`src/rtl/apb_fifo_slave_if.sv`:
```
// APB signal bundle between the system APB master and apb_fifo_slave.
interface apb_fifo_slave_if #(
  parameter int DATA_WIDTH      = 32,
  parameter int MAIN_ADDR_WIDTH = 32
);
  logic [MAIN_ADDR_WIDTH-1:0] PADDR;
  logic                       PSEL;
  logic                       PENABLE;
  logic                       PWRITE;
  logic [DATA_WIDTH-1:0]      PWDATA;
  logic [DATA_WIDTH/8-1:0]    PSTRB;
  logic                       PREADY;
  logic [DATA_WIDTH-1:0]      PRDATA;
  logic                       PSLVERR;

  modport master (
    output PADDR, PSEL, PENABLE, PWRITE, PWDATA, PSTRB,
    input  PREADY, PRDATA, PSLVERR
  );

  modport slave (
    input  PADDR, PSEL, PENABLE, PWRITE, PWDATA, PSTRB,
    output PREADY, PRDATA, PSLVERR
  );
endinterface

```
`src/rtl/apb_fifo_slave.sv`:
```
// APB mailbox slave: FIFO_DEPTH-entry FIFO, STATUS, CTRL and THRESH registers, wait states, level irq.
// Optional APB_FIFO_SLAVE_SLVERR_EN drives PSLVERR; otherwise it is tied low.
module apb_fifo_slave #(
  parameter int DATA_WIDTH      = 32,
  parameter int MAIN_ADDR_WIDTH = 32,
  parameter int FIFO_DEPTH      = 8,
  parameter int WAIT_CYCLES     = 1
) (
  input  logic            PCLK,
  input  logic            PRESET_n,
  apb_fifo_slave_if.slave apb,
  output logic            irq
);
  localparam int CW  = $clog2(FIFO_DEPTH) + 1;
  localparam int AW  = CW - 1;
  localparam int SW  = DATA_WIDTH / 8;
  localparam int WCW = (WAIT_CYCLES > 0) ? $clog2(WAIT_CYCLES + 1) : 1;
  localparam logic [WCW-1:0] WAIT_VAL = WCW'(WAIT_CYCLES);

  typedef enum logic [1:0] {
    ST_IDLE   = 2'd0,
    ST_SETUP  = 2'd1,
    ST_ACCESS = 2'd2
  } state_t;

  state_t                r_state;
  state_t                w_phase;
  state_t                w_next;
  logic [WCW-1:0]        r_wcnt;
  logic [CW-1:0]         r_wr_ptr;
  logic [CW-1:0]         r_rd_ptr;
  logic [CW-1:0]         r_thresh;
  logic                  r_irq_en;
  logic [DATA_WIDTH-1:0] r_mem [FIFO_DEPTH];

  logic [CW-1:0]         w_count;
  logic                  w_full;
  logic                  w_empty;
  logic                  w_sel_en;
  logic                  w_pready;
  logic                  w_err;
  logic [1:0]            w_reg;
  logic                  w_wr_ok;
  logic                  w_push;
  logic                  w_pop;
  logic                  w_ctrl_wr;
  logic                  w_thresh_wr;
  logic                  w_flush;
  logic [DATA_WIDTH-1:0] w_rdata;
  logic                  w_unused_addr;

  function automatic logic access_error(
    input logic [1:0] addr_lo,
    input logic [1:0] reg_sel,
    input logic       write,
    input logic       strb_full,
    input logic       full,
    input logic       empty
  );
    logic e;
    e = (addr_lo != 2'd0);
    case (reg_sel)
      2'd0:    e = e | (write ? (!strb_full | full) : empty);
      2'd1:    e = e | write;
      default: e = e;
    endcase
    return e;
  endfunction

  assign w_unused_addr = ^apb.PADDR[MAIN_ADDR_WIDTH-1:4];

  assign w_count  = r_wr_ptr - r_rd_ptr;
  assign w_empty  = (r_wr_ptr == r_rd_ptr);
  assign w_full   = (r_wr_ptr[AW] != r_rd_ptr[AW]) && (r_wr_ptr[AW-1:0] == r_rd_ptr[AW-1:0]);
  assign w_sel_en = apb.PSEL && apb.PENABLE;
  assign w_pready = (r_state == ST_ACCESS) && w_sel_en && (r_wcnt == WAIT_VAL);
  assign w_reg    = apb.PADDR[3:2];
  assign w_err    = access_error(apb.PADDR[1:0], w_reg, apb.PWRITE, &apb.PSTRB, w_full, w_empty);

  assign w_wr_ok     = w_pready && apb.PWRITE && !w_err;
  assign w_push      = w_wr_ok && (w_reg == 2'd0);
  assign w_ctrl_wr   = w_wr_ok && (w_reg == 2'd2);
  assign w_thresh_wr = w_wr_ok && (w_reg == 2'd3);
  assign w_flush     = w_ctrl_wr && apb.PSTRB[0] && apb.PWDATA[0];
  assign w_pop       = w_pready && !apb.PWRITE && !w_err && (w_reg == 2'd0);

  // Bus phase and next state; the setup phase is recognised in the cycle the master presents it.
  always_comb begin
    w_phase = r_state;
    w_next  = ST_IDLE;
    if ((r_state != ST_ACCESS) && apb.PSEL && !apb.PENABLE) begin
      w_phase = ST_SETUP;
    end else begin
      w_phase = r_state;
    end
    case (w_phase)
      ST_IDLE:   w_next = ST_IDLE;
      ST_SETUP:  w_next = ST_ACCESS;
      ST_ACCESS: begin
        if (!w_sel_en || w_pready) begin
          w_next = ST_IDLE;
        end else begin
          w_next = ST_ACCESS;
        end
      end
      default:   w_next = ST_IDLE;
    endcase
  end

  // FSM state register.
  always_ff @(posedge PCLK or negedge PRESET_n) begin
    if (!PRESET_n) begin
      r_state <= ST_IDLE;
    end else begin
      r_state <= w_next;
    end
  end

  // Wait-state counter: cleared in setup, counts stalled access cycles.
  always_ff @(posedge PCLK or negedge PRESET_n) begin
    if (!PRESET_n) begin
      r_wcnt <= '0;
    end else if (w_phase == ST_SETUP) begin
      r_wcnt <= '0;
    end else if ((w_phase == ST_ACCESS) && w_sel_en && !w_pready) begin
      r_wcnt <= r_wcnt + WCW'(1);
    end else begin
      r_wcnt <= r_wcnt;
    end
  end

  // FIFO pointers and control/threshold registers; all updates gated by a clean completion.
  always_ff @(posedge PCLK or negedge PRESET_n) begin
    if (!PRESET_n) begin
      r_wr_ptr <= '0;
      r_rd_ptr <= '0;
      r_irq_en <= 1'b0;
      r_thresh <= '0;
    end else begin
      if (w_flush) begin
        r_wr_ptr <= '0;
        r_rd_ptr <= '0;
      end else begin
        if (w_push) r_wr_ptr <= r_wr_ptr + CW'(1);
        if (w_pop)  r_rd_ptr <= r_rd_ptr + CW'(1);
      end
      if (w_ctrl_wr && apb.PSTRB[0]) r_irq_en <= apb.PWDATA[1];
      for (int i = 0; i < CW; i++) begin
        if (w_thresh_wr && apb.PSTRB[i/8]) r_thresh[i] <= apb.PWDATA[i];
      end
    end
  end

  // FIFO storage; the pointers alone define which entries are valid.
  always_ff @(posedge PCLK) begin
    if (w_push) r_mem[r_wr_ptr[AW-1:0]] <= apb.PWDATA;
  end

  // Read mux: zero unless a clean read is completing this cycle.
  always_comb begin
    w_rdata = '0;
    if (w_pready && !apb.PWRITE && !w_err) begin
      case (w_reg)
        2'd0:    w_rdata = r_mem[r_rd_ptr[AW-1:0]];
        2'd1:    w_rdata = DATA_WIDTH'({w_count, w_full, w_empty});
        2'd2:    w_rdata = DATA_WIDTH'({r_irq_en, 1'b0});
        2'd3:    w_rdata = DATA_WIDTH'(r_thresh);
        default: w_rdata = '0;
      endcase
    end else begin
      w_rdata = '0;
    end
  end

  assign apb.PREADY = w_pready;
  assign apb.PRDATA = w_rdata;
`ifdef APB_FIFO_SLAVE_SLVERR_EN
  assign apb.PSLVERR = w_pready && w_err;
`else
  assign apb.PSLVERR = 1'b0;
`endif

  assign irq = r_irq_en && (w_count >= r_thresh) && (r_thresh != '0);

  logic w_unused_strb;
  assign w_unused_strb = (SW > 0) ? 1'b0 : 1'b1;
endmodule

```
`src/flat_wrapper.sv`:
```
// flat-port wrapper written by rule: the top's interface ports become plain ports
module apb_fifo_slave_flat 
#(
  parameter int DATA_WIDTH      = 32,
  parameter int MAIN_ADDR_WIDTH = 32,
  parameter int FIFO_DEPTH      = 8,
  parameter int WAIT_CYCLES     = 1
)
  (PCLK, PRESET_n, irq, apb_PADDR, apb_PSEL, apb_PENABLE, apb_PWRITE, apb_PWDATA, apb_PSTRB, apb_PREADY, apb_PRDATA, apb_PSLVERR);
  apb_fifo_slave_if #(.DATA_WIDTH(DATA_WIDTH), .MAIN_ADDR_WIDTH(MAIN_ADDR_WIDTH)) apb_i ();
  input  logic PCLK;
  input  logic PRESET_n;
  output logic irq;
  input wire logic [$bits(apb_i.PADDR)-1:0] apb_PADDR;
  input wire logic [$bits(apb_i.PSEL)-1:0] apb_PSEL;
  input wire logic [$bits(apb_i.PENABLE)-1:0] apb_PENABLE;
  input wire logic [$bits(apb_i.PWRITE)-1:0] apb_PWRITE;
  input wire logic [$bits(apb_i.PWDATA)-1:0] apb_PWDATA;
  input wire logic [$bits(apb_i.PSTRB)-1:0] apb_PSTRB;
  output wire logic [$bits(apb_i.PREADY)-1:0] apb_PREADY;
  output wire logic [$bits(apb_i.PRDATA)-1:0] apb_PRDATA;
  output wire logic [$bits(apb_i.PSLVERR)-1:0] apb_PSLVERR;
  assign apb_i.PADDR = apb_PADDR;
  assign apb_i.PSEL = apb_PSEL;
  assign apb_i.PENABLE = apb_PENABLE;
  assign apb_i.PWRITE = apb_PWRITE;
  assign apb_i.PWDATA = apb_PWDATA;
  assign apb_i.PSTRB = apb_PSTRB;
  assign apb_PREADY = apb_i.PREADY;
  assign apb_PRDATA = apb_i.PRDATA;
  assign apb_PSLVERR = apb_i.PSLVERR;
  apb_fifo_slave #(.DATA_WIDTH(DATA_WIDTH), .MAIN_ADDR_WIDTH(MAIN_ADDR_WIDTH), .FIFO_DEPTH(FIFO_DEPTH), .WAIT_CYCLES(WAIT_CYCLES)) u_core (.PCLK(PCLK), .PRESET_n(PRESET_n), .apb(apb_i), .irq(irq));
endmodule
```
`config.mk`:
```
export PLATFORM = sky130hd
export DESIGN_NAME = apb_fifo_slave_flat
export DESIGN_NICKNAME = d
export VERILOG_FILES = /design/src/rtl/apb_fifo_slave_if.sv /design/src/rtl/apb_fifo_slave.sv /design/src/flat_wrapper.sv
export SDC_FILE = /design/constraint.sdc
export NUM_CORES = 1
export LEC_CHECK = 0
export CAP_MARGIN = 20
export CORE_ASPECT_RATIO = 1.75
export CORE_MARGIN = 5
export CORE_UTILIZATION = 63
export CTS_BUF_LIST = sky130_fd_sc_hd__clkbuf_2 sky130_fd_sc_hd__clkbuf_4 sky130_fd_sc_hd__clkbuf_8
export DETAILED_ROUTE_END_ITERATION = 12
export PLACE_DENSITY = 0.87
export SLEW_MARGIN = 30
export SYNTH_ARGS = -nofsm -noshare
export SYNTH_HDL_FRONTEND = slang
export SYNTH_SLANG_ARGS = --single-unit
```
`constraint.sdc`:
```
create_clock -name PCLK -period 11.1 [get_ports PCLK]
set_input_delay 2.22 -clock PCLK [delete_from_list [all_inputs] [get_ports PCLK]]
set_output_delay 2.22 -clock PCLK [all_outputs]
set_load 0.02 [all_outputs]
```
==> run summary <==
### Run status
* run status: completed

### Timing
* unrepaired setup endpoints after global routing: no
* accumulated negative setup slack: 0 ps
* final setup vio count: 0
* final worst clock skew: 13.5 ps
* Worst-Margin Slew: 981 ps
* FMAX: 137 MHz
* smallest hold slack: 559 ps
* final number of hold-violating endpoints: 0
* Min Clock Period, post-route: 7270 ps
* part of the cycle the worst path needs: 65.5%
* worst relative slew slack: 34.6%
* final max-slew violation count: 0

### Setup path
* worst reg2reg endpoint: u_core.r_mem[0][8]
* cells along the critical path: clkdlybuf4s50_1, or2_1, a2111o_1, buf_4, a21oi_1, clkdlybuf4s50_1
* worst reg2reg startpoint: u_core.r_wr_ptr[0]
* minimum setup slack among reg-to-reg paths: 7900 ps
* peak fanout along the critical path: 32
* dominant cell type by count on the critical path: sky130_fd_sc_hd__clkdlybuf4s50_1
* CP required: 8880 ps
* Worst Setup End Kind: primary output
* delay contributed by the slowest stage of the critical path: 670 ps
* Crit Path Class: primary input to primary output
* data arrival time of the critical path: 5050 ps
* slowest cell on the critical path: sky130_fd_sc_hd__clkdlybuf4s50_1
* startpoint type of the worst setup path: primary input
* r2r worst-path depth: 7

### GRT
* largest net degree at the start of global routing: 71
* remaining global-route overflow: 0
* combined global-route utilization of all metal layers: 23.6%
* antenna violations before repair: 0
* vias in the first global route: 6269
* global-route wire length before repair: 35.0 mm

### Hold path
* Hold Path Sink: u_core.r_wcnt
* hold crit path type: register to register
* count of cells along the worst hold path: 2
* hold path startpoint: u_core.r_state[1]

### Synthesis
* area of the mapped netlist: 0.0109 mm^2
* top post-synthesis cells by count: sky130_fd_sc_hd__edfxtp_1 (256), sky130_fd_sc_hd__mux4_2 (62), sky130_fd_sc_hd__nand2_1 (59), sky130_fd_sc_hd__a21oi_1 (38), sky130_fd_sc_hd__clkbuf_1 (18)
* top area cells in the synthesized netlist: sky130_fd_sc_hd__edfxtp_1 (71%), sky130_fd_sc_hd__mux4_2 (13%), sky130_fd_sc_hd__dfrtp_1 (3.5%)
* count of unique library cells instantiated by Yosys: 47
* top-count cell post-synth: sky130_fd_sc_hd__edfxtp_1
* average size of a mapped cell: 18.8 um^2
* sequential share of the synthesized area: 74.3%
* library cell with the largest summed area after synthesis: sky130_fd_sc_hd__edfxtp_1
* flip-flop and latch count after synthesis: 271
* number of enable flip-flop cells after synthesis: 256
* share of flip-flops with an asynchronous set or reset after synthesis: 5.54%
* synthesized netlist net count: 660
* top cell type's share of synthesized area: 70.8%
* Synth warnings: 0
* cell count after synthesis: 577
* primary flip-flop cell chosen by synthesis mapping: sky130_fd_sc_hd__edfxtp_1

### Cells and area
* number of diodes added for antenna fixing: 0
* final core utilization: 74.5%
* design area: 0.0126 mm^2
* area taken by flip-flops and latches: 0.00807 mm^2
* final std cells w/o fill: 924
* Net count, final: 759
* fill count: 959
* area overhead of the layout relative to synthesis: 16.4%
* area of the multi-input gates: 0.00265 mm^2
* share of post-route cells with drive strength above 1: 21.4%

### Routing
* Routed Antenna Nets: 0
* first-pass iteration count of the detailed router: 5
* total number of vias: 5741
* detailed router's first-iteration violation count: 480
* number of remaining DRC errors: 0
* wire length reported by the detailed router: 22.5 mm
* average routed wire per standard cell: 24.4 um
* DR vias/cell: 6.21

### Placement
* port bufs: 78
* Cell Count Post-Placement: 865
* Placed Instance Area: 0.0119 mm^2
* HPWL reported at the end of detailed placement: 13.1 mm
* global placement routability congestion: 0.829

### Floorplanning
* row count: 63
* die footprint: 0.0201 mm^2
* Chip Height: 184 um
* initial core utilization: 64.0%
* width of the die: 109 um
* core area: 0.0169 mm^2
* ports placed on the boundary: 108

### Job
* count of maximum capacitance violations: 0

### Clock tree
* count of clock tree sinks: 271
* number of buffers inserted during clock tree synthesis: 36
* CTS Hold Buffers Added: 0
* maximum buffer depth of the clock tree: 3
* clock tree from TritonCTS: yes
* total setup buffers inserted after CTS: 0
* register clock-pin slew on the reported worst setup and hold paths: 70 ps
* clock insertion delay at the later pin of the skew report: 510 ps
* CTS Root Buffer Type: sky130_fd_sc_hd__clkbuf_8
* H-tree depth reported by CTS: 2
* post-cts resize count: 0

### Power
* leak pwr: 4.03 nW
* power per cell area: 149 mW/mm^2
* IR drop worst, VDD: 134 uV

[area by class of cell]
type	count	area share [%]
Timing Repair Buffer	91	6.98
Sequential cell	271	63.9
Clock buffer	51	4.96
Inverter	12	0.357
Tap cell	227	2.25
Clock inverter	8	0.584
Multi-Input combinational cell	264	21.0
[registers in the layout, indices dropped and copies added, names as in the netlist]
name,flops
u_core.r_wr_ptr,4
u_core.r_rd_ptr,4
u_core.r_thresh,4
u_core.r_irq_en,1
u_core.r_state,1
u_core.r_mem,256
u_core.r_wcnt,1
[how the worst max path moves through the flow]
stage	start	endpoint	cells past startpoint
2_1_floorplan	apb_PADDR[0]	u_core.r_mem[2][0]	4
3_3_place_gp	apb_PADDR[3]	apb_PRDATA[30]	6
3_5_place_dp	apb_PADDR[3]	apb_PRDATA[30]	6
4_1_cts	apb_PADDR[3]	apb_PRDATA[30]	6
5_1_grt	apb_PADDR[3]	apb_PRDATA[11]	6
6_report	apb_PADDR[3]	apb_PRDATA[23]	6
[critical path, delay by kind of cell]
family                 cells  cell delay (ps)
and+or+nand+nor            1              430
buffers and inverters      3             1620
AOI/OAI and AO/OA          2              770
[kinds of logic after synthesis]
group / after synthesis / share of synthesized area [%]
flops: 271 / 74.3
fa+ha+maj: 10 / 1.22
simple gates: 108 / 4.62
other cells: 1 / 0.0346
mux: 76 / 14.2
buf+inv: 42 / 1.67
compound gates: 64 / 3.52
xor+xnor: 5 / 0.404
[cells in the final DEF (no fill, tap or decap), types with 9 or more instances in the layout]
| cell type | instances |
|---|---|
| sky130_fd_sc_hd__clkdlybuf4s50_1 | 78 |
| sky130_fd_sc_hd__nor2_1 | 13 |
| sky130_fd_sc_hd__mux2i_1 | 9 |
| sky130_fd_sc_hd__clkbuf_4 | 12 |
| sky130_fd_sc_hd__nand2_1 | 59 |
| sky130_fd_sc_hd__ha_1 | 9 |
| sky130_fd_sc_hd__edfxtp_1 | 256 |
| sky130_fd_sc_hd__buf_4 | 12 |
| sky130_fd_sc_hd__dfrtp_1 | 13 |
| sky130_fd_sc_hd__mux4_2 | 62 |
| sky130_fd_sc_hd__clkbuf_8 | 39 |
| sky130_fd_sc_hd__a21oi_1 | 38 |
| sky130_fd_sc_hd__inv_1 | 11 |
[metrics by stage]
step                total power, mW  setup WS, ps
floorplan                      1.15          4620
global placement               1.18          3870
detailed placement             1.18          3870
CTS                            1.89          3850
global route                   1.94          3750
finish                         1.88          3830
[metal layers]
layer | GRT usage, % | routed length [um] | up-vias
li1 | - | - | 2519
met1 | 28.9 | 7930 | 2946
met2 | 41.3 | 12500 | 224
met3 | 4.32 | 1310 | 52
met4 | 9.59 | 790 | 0
met5 | 0 | 0 | -
[where the power goes]
part / internal [mW] / switching [mW]
sequential: 1.12 / 0.00108
clock: 0.388 / 0.336
combinational: 0.0191 / 0.0197
total: 1.53 / 0.357
Note: power is estimated with default switching activity, not from simulation.
==> edit 1: new RTL, same flow settings <==
`FIFO_DEPTH` is set to 8 in 2 places; all go to 16.
--- a/src/rtl/apb_fifo_slave.sv
+++ b/src/rtl/apb_fifo_slave.sv
@@ -5,3 +5,3 @@
   parameter int MAIN_ADDR_WIDTH = 32,
-  parameter int FIFO_DEPTH      = 8,
+  parameter int FIFO_DEPTH      = 16,
   parameter int WAIT_CYCLES     = 1
--- a/src/flat_wrapper.sv
+++ b/src/flat_wrapper.sv
@@ -5,3 +5,3 @@
   parameter int MAIN_ADDR_WIDTH = 32,
-  parameter int FIFO_DEPTH      = 8,
+  parameter int FIFO_DEPTH      = 16,
   parameter int WAIT_CYCLES     = 1
Check against the original RTL: not equivalent (a bounded check fails within 10 cycles, from zero or initial values and one cycle with PRESET_n low).
==> edit 1 against the original RTL <==
Utilization decreased by 2.7 points; area after synthesis increased by 94%; power increased by 96%; cell area increased by 88%; combinational power increased by 59%; largest cell class unchanged; die area increased by 86%; via count increased by 90%; routed wire length increased by 100%; first-iteration DRC count increased to 2.8 times the old value; worst setup slack got worse by 0.65 ns; sequential power increased by 96%; non-clock buffer count increased by 13; sequential cell count increased by 259.
==> edit 1: results (changes against the original RTL) <==
outcome -> finished clean (unchanged)
per-cell routed wire length -> 28.4 µm (was 24.4 µm)
via/cell ratio -> 6.70 (was 6.21)
Synth Instances -> 1052 (was 577)
pin count of the biggest net entering global routing -> 70 (was 71)
clock share of power -> 38.7% (was 38.5%)
Iteration-0 DRC Markers -> 1345 (was 480)
final routed DRC violation total -> 0 (unchanged)
maximum buffer depth of the clock tree -> 3 (unchanged)
pwr dens -> 155 nW/µm² (was 149 nW/µm²)
Post-CTS Setup Inserts -> 0 (unchanged)
distinct cell type count after synthesis -> 46 (was 47)
worst reg2reg endpoint -> u_core.r_mem[8][30] (was u_core.r_mem[0][8])
top cells by area, synth -> edfxtp_1, mux4_2, dfrtp_1 (unchanged)
Worst Reg-to-Reg Cells -> 9 (was 7)
slew of the pin with the lowest slew margin -> 1.01 ns (was 0.981 ns)
nets@finish -> 1259 (was 759)
CP Max Fanout -> 19 (was 32)
Ys Warns -> 0 (unchanged)
DP Area -> 22300 µm² (was 11900 µm²)
Worst EP arrival -> 5.71 ns (was 5.05 ns)
sw frac -> 19.7% (was 19.0%)
GRT Total Usage -> 25.7% (was 23.6%)
hold path depth -> 1 (was 2)
vias -> 10893 (was 5741)
Worst Hold Path EP -> u_core.r_thresh[1] (was u_core.r_wcnt)
fill cell count -> 1845 (was 959)
register area share after synthesis -> 75.3% (was 74.3%)
register share of total power -> 59.6% (was 59.5%)
maximum vdd drop -> 0.120 mV (was 0.134 mV)
max reg flops -> 512 (was 256)
min-delay src -> u_core.r_thresh[1] (was u_core.r_state[1])
Worst path max stage delay -> 0.71 ns (was 0.67 ns)
Root Buffer -> clkbuf_8 (unchanged)
layout cell share with drive strength beyond 1 -> 23.2% (was 21.4%)
reg-to-reg setup timing slack -> 6.99 ns (was 7.90 ns)
clk_skew -> 0.0154 ns (was 0.0135 ns)
worst setup path end -> apb_PRDATA[10] (was apb_PRDATA[23])
Commonest cells post-synth -> edfxtp_1, mux4_2, nand2_1 (unchanged)
vias in the first global route -> 11653 (was 6269)
TritonCTS Buffers -> 70 (was 36)
Placed Cells -> 1503 (was 865)
input/output buffers -> 78 (unchanged)
htree depth -> 3 (was 2)
iteration count of the initial detailed-routing pass -> 5 (unchanged)
Post-synth EDFFs -> 512 (was 256)
RePlAce Congestion -> 0.866 (was 0.829)
Lkg Pwr -> 0.00752 µW (was 0.00403 µW)
asr flop ratio synth -> 3.40% (was 5.54%)
FF-to-FF Start -> u_core.r_rd_ptr[2] (was u_core.r_wr_ptr[0])
Worst Setup SP -> apb_PENABLE (was apb_PADDR[3])
Min Clock Period, post-route -> 7.93 ns (was 7.27 ns)
initial antenna violation count -> 2 (was 0)
DP Worst Slack -> 3.25 ns (was 3.87 ns)
worst-skew pair later-pin latency -> 0.61 ns (was 0.51 ns)
Post-DP HPWL -> 24.7 mm (was 13.1 mm)
global-route wire length before repair -> 70.4 mm (was 35.0 mm)
Worst Hold Class -> reg2reg (unchanged)
Reg clk slew, reported paths -> 0.07 ns (about the same)
Synth Flop Type -> edfxtp_1 (unchanged)
==> edit 1: cell count changes after synthesis, moves of 11 or more <==
| cell | before | now |
|---|---|---|
| edfxtp_1 | 256 | 512 |
| a21oi_1 | 38 | 17 |
| mux2i_1 | 9 | 34 |
| nand2_1 | 59 | 95 |
| and3_1 | 1 | 27 |
| mux4_2 | 62 | 124 |
| a211oi_1 | 7 | 29 |
| nor2_1 | 13 | 25 |
| buf_2 | 9 | 20 |
==> edit 1: kinds of logic (layout without fill, tap and decap cells) <==
logic type | count (synthesis) | count (layout) | share of synthesized area [%]
other | 1 | 3 | 0.0178
XOR/XNOR | 12 | 12 | 0.500
multiplexers | 165 | 165 | 15.3
buffers and inverters | 72 | 238 | 1.55
flip-flops | 530 | 530 | 75.3
AO/OA/AOI/OAI | 70 | 70 | 2.26
AND/OR/NAND/NOR | 187 | 187 | 4.19
adder cells (fa/ha/maj) | 15 | 15 | 0.929
==> edit 1: per-stage QoR <==
step | hold WS [ns] | total power [µW]
global route | 0.588 | 3800
floorplan | 0.502 | 2250
finish | 0.556 | 3680
detailed placement | 0.534 | 2300
CTS | 0.556 | 3700
global placement | 0.527 | 2290
==> edit 1: metal layers <==
| layer | vias up | share of wire [%] | global-route usage (%) |
|---|---|---|---|
| li1 | 4511 | - | - |
| met1 | 5615 | 36 | 32.9 |
| met2 | 640 | 53 | 43.3 |
| met3 | 127 | 7.4 | 4.71 |
| met4 | 0 | 3.8 | 11.7 |
| met5 | - | 0 | 0 |
==> edit 1: layout make-up <==
cell class	count	area share (%)
clock inverters	35	1.11
clock buffers	84	4.58
multi-input cells	450	21.0
well taps	405	2.14
flip-flops and latches	530	66.7
repair buffers	104	4.21
inverters	15	0.237
diodes	2	0.0211
==> edit 2: new RTL, config.mk and constraints unchanged <==
Made on the original files. Encoding of `state_t`: now one-hot (3 bits for 3 states).
--- a/src/rtl/apb_fifo_slave.sv
+++ b/src/rtl/apb_fifo_slave.sv
@@ -19,6 +19,6 @@
 
-  typedef enum logic [1:0] {
-    ST_IDLE   = 2'd0,
-    ST_SETUP  = 2'd1,
-    ST_ACCESS = 2'd2
+  typedef enum logic [2:0] {
+    ST_IDLE   = 3'b001,
+    ST_SETUP  = 3'b010,
+    ST_ACCESS = 3'b100
   } state_t;
Formal check against the unedited RTL: no difference found for any inputs over 10 cycles, from zero or initial values and one cycle with PRESET_n low; not proved beyond that.
==> edit 2 against the original RTL <==
First-iteration DRC count grew 0.42%; cell area grew 0.75%; power grew 0.44%; sequential cell count grew 1; die area grew 0.82%; area after synthesis grew 0.89%; routed wire length shrank 1.8%; worst setup slack gained 0.21 ns; largest cell class unchanged; largest power group unchanged.
==> edit 2: results (changes against the original RTL) <==
fill cell count -> 964 (was 959)
Synth Instances -> 598 (was 577)
top cells by area, synth -> edfxtp_1, mux4_2, dfrtp_1 (unchanged)
Post-Route M1 WL -> 7.80 mm (was 7.93 mm)
vias in the first global route -> 6390 (was 6269)
final hold violations -> 0 (unchanged)
Worst Setup SP -> apb_PSEL (was apb_PADDR[3])
maximum vdd drop -> 0.141 mV (was 0.134 mV)
asr flop ratio synth -> 5.88% (was 5.54%)
Lkg Pwr -> 0.00413 µW (was 0.00403 µW)
vias -> 5825 (was 5741)
Routed met3 length -> 1.39 mm (was 1.31 mm)
Placed Cells -> 885 (was 865)
slew of the pin with the lowest slew margin -> 0.933 ns (was 0.981 ns)
register area share after synthesis -> 73.9% (was 74.3%)
Iteration-0 DRC Markers -> 482 (was 480)
Max Used Layer -> met4 (unchanged)
worst-skew pair later-pin latency -> 0.51 ns (about the same)
cts repair resizes -> 0 (unchanged)
DP Worst Slack -> 4.11 ns (was 3.87 ns)
fin. max-slew vios -> 0 (unchanged)
TritonCTS Buffers -> 38 (was 36)
global-route wire length before repair -> 34.7 mm (was 35.0 mm)
clk_skew -> 0.0181 ns (was 0.0135 ns)
outcome -> finished clean (unchanged)
min-delay src -> u_core.r_irq_en (was u_core.r_state[1])
GRT Total Usage -> 23.1% (was 23.6%)
Ys Warns -> 0 (unchanged)
ANT cells -> 0 (unchanged)
syn_nets -> 681 (was 660)
FF-to-FF Start -> u_core.r_rd_ptr[1] (was u_core.r_wr_ptr[0])
Setup TNS Final -> 0 ns (unchanged)
maximum buffer depth of the clock tree -> 3 (unchanged)
DP Area -> 12000 µm² (was 11900 µm²)
Met2 Wirelength -> 12.0 mm (was 12.5 mm)
Commonest cells post-synth -> edfxtp_1, nand2_1, mux4_2 (was edfxtp_1, mux4_2, nand2_1)
nets@finish -> 781 (was 759)
layout cell share with drive strength beyond 1 -> 20.4% (was 21.4%)
Post-CTS Setup Inserts -> 0 (unchanged)
Worst EP arrival -> 4.85 ns (was 5.05 ns)
distinct cell type count after synthesis -> 50 (was 47)
CP Max Fanout -> 5 (was 32)
via/cell ratio -> 6.14 (was 6.21)
final WL -> 22.1 mm (was 22.5 mm)
RePlAce Congestion -> 0.854 (was 0.829)
pin count of the biggest net entering global routing -> 70 (was 71)
htree depth -> 2 (unchanged)
Post-DP HPWL -> 12.8 mm (was 13.1 mm)
iteration count of the initial detailed-routing pass -> 6 (was 5)
edit 2: changes by cell type after synthesis, sizes merged, moves of 4 or more:
cell     delta
buf         +9
o21ai       +4
a2111oi     +4
nor4        -6
clkbuf      -8
nor2        +6
nor2b       +7
mux4        -5
edit 2: area by class of cell:
type                       count  area (µm²)  share of cell area, %
sequential                   272        8090                   63.6
multi-input combinational    282        2700                   21.2
timing repair buffer          91         878                   6.90
clock buffer                  53         642                   5.04
tap                          227         284                   2.23
clock inverter                11        77.6                  0.609
inverter                      13        48.8                  0.383
edit 2: power by group:
group          internal (µW)  switching (µW)
logic                   15.9            18.4
clock network            395             338
registers               1120           0.534
total                   1530             357
edit 2: path summary, 6_finish.rpt:
kind / to / slack [ns] / cells past startpoint
min reg2reg: u_core.r_irq_en / 0.57 / 2
min: u_core.r_irq_en / 0.57 / 2
max in group asynchronous: u_core.r_rd_ptr[0] / 8.41 / 1
min in group asynchronous: u_core.r_thresh[3] / 2.15 / 1
max reg2reg: u_core.r_mem[4][14] / 7.60 / 8
max: apb_PRDATA[4] / 4.03 / 6
edit 2: critical path: stages:
cell and delay [ns]:
clkdlybuf4s50_1 0.56, nand4b_1 0.12, nor4_1 0.50, o21ai_1 0.31
a2111oi_0 0.44, clkdlybuf4s50_1 0.68
edit 2: metal layers:
metal	vias up	global-route usage, %
met4	0	10.4
met5	-	0
li1	2578	-
met3	73	3.86
met1	2937	28.2
met2	237	40.2
edit 2: cells by family after synthesis:
kind of cell / after synthesis / synth area share (%)
mux: 72 / 13.2
flops: 272 / 73.9
simple gates: 125 / 5.62
other cells: 1 / 0.0343
buf+inv: 44 / 1.82
fa+ha+maj: 10 / 1.21
compound gates: 68 / 3.70
xor+xnor: 6 / 0.480
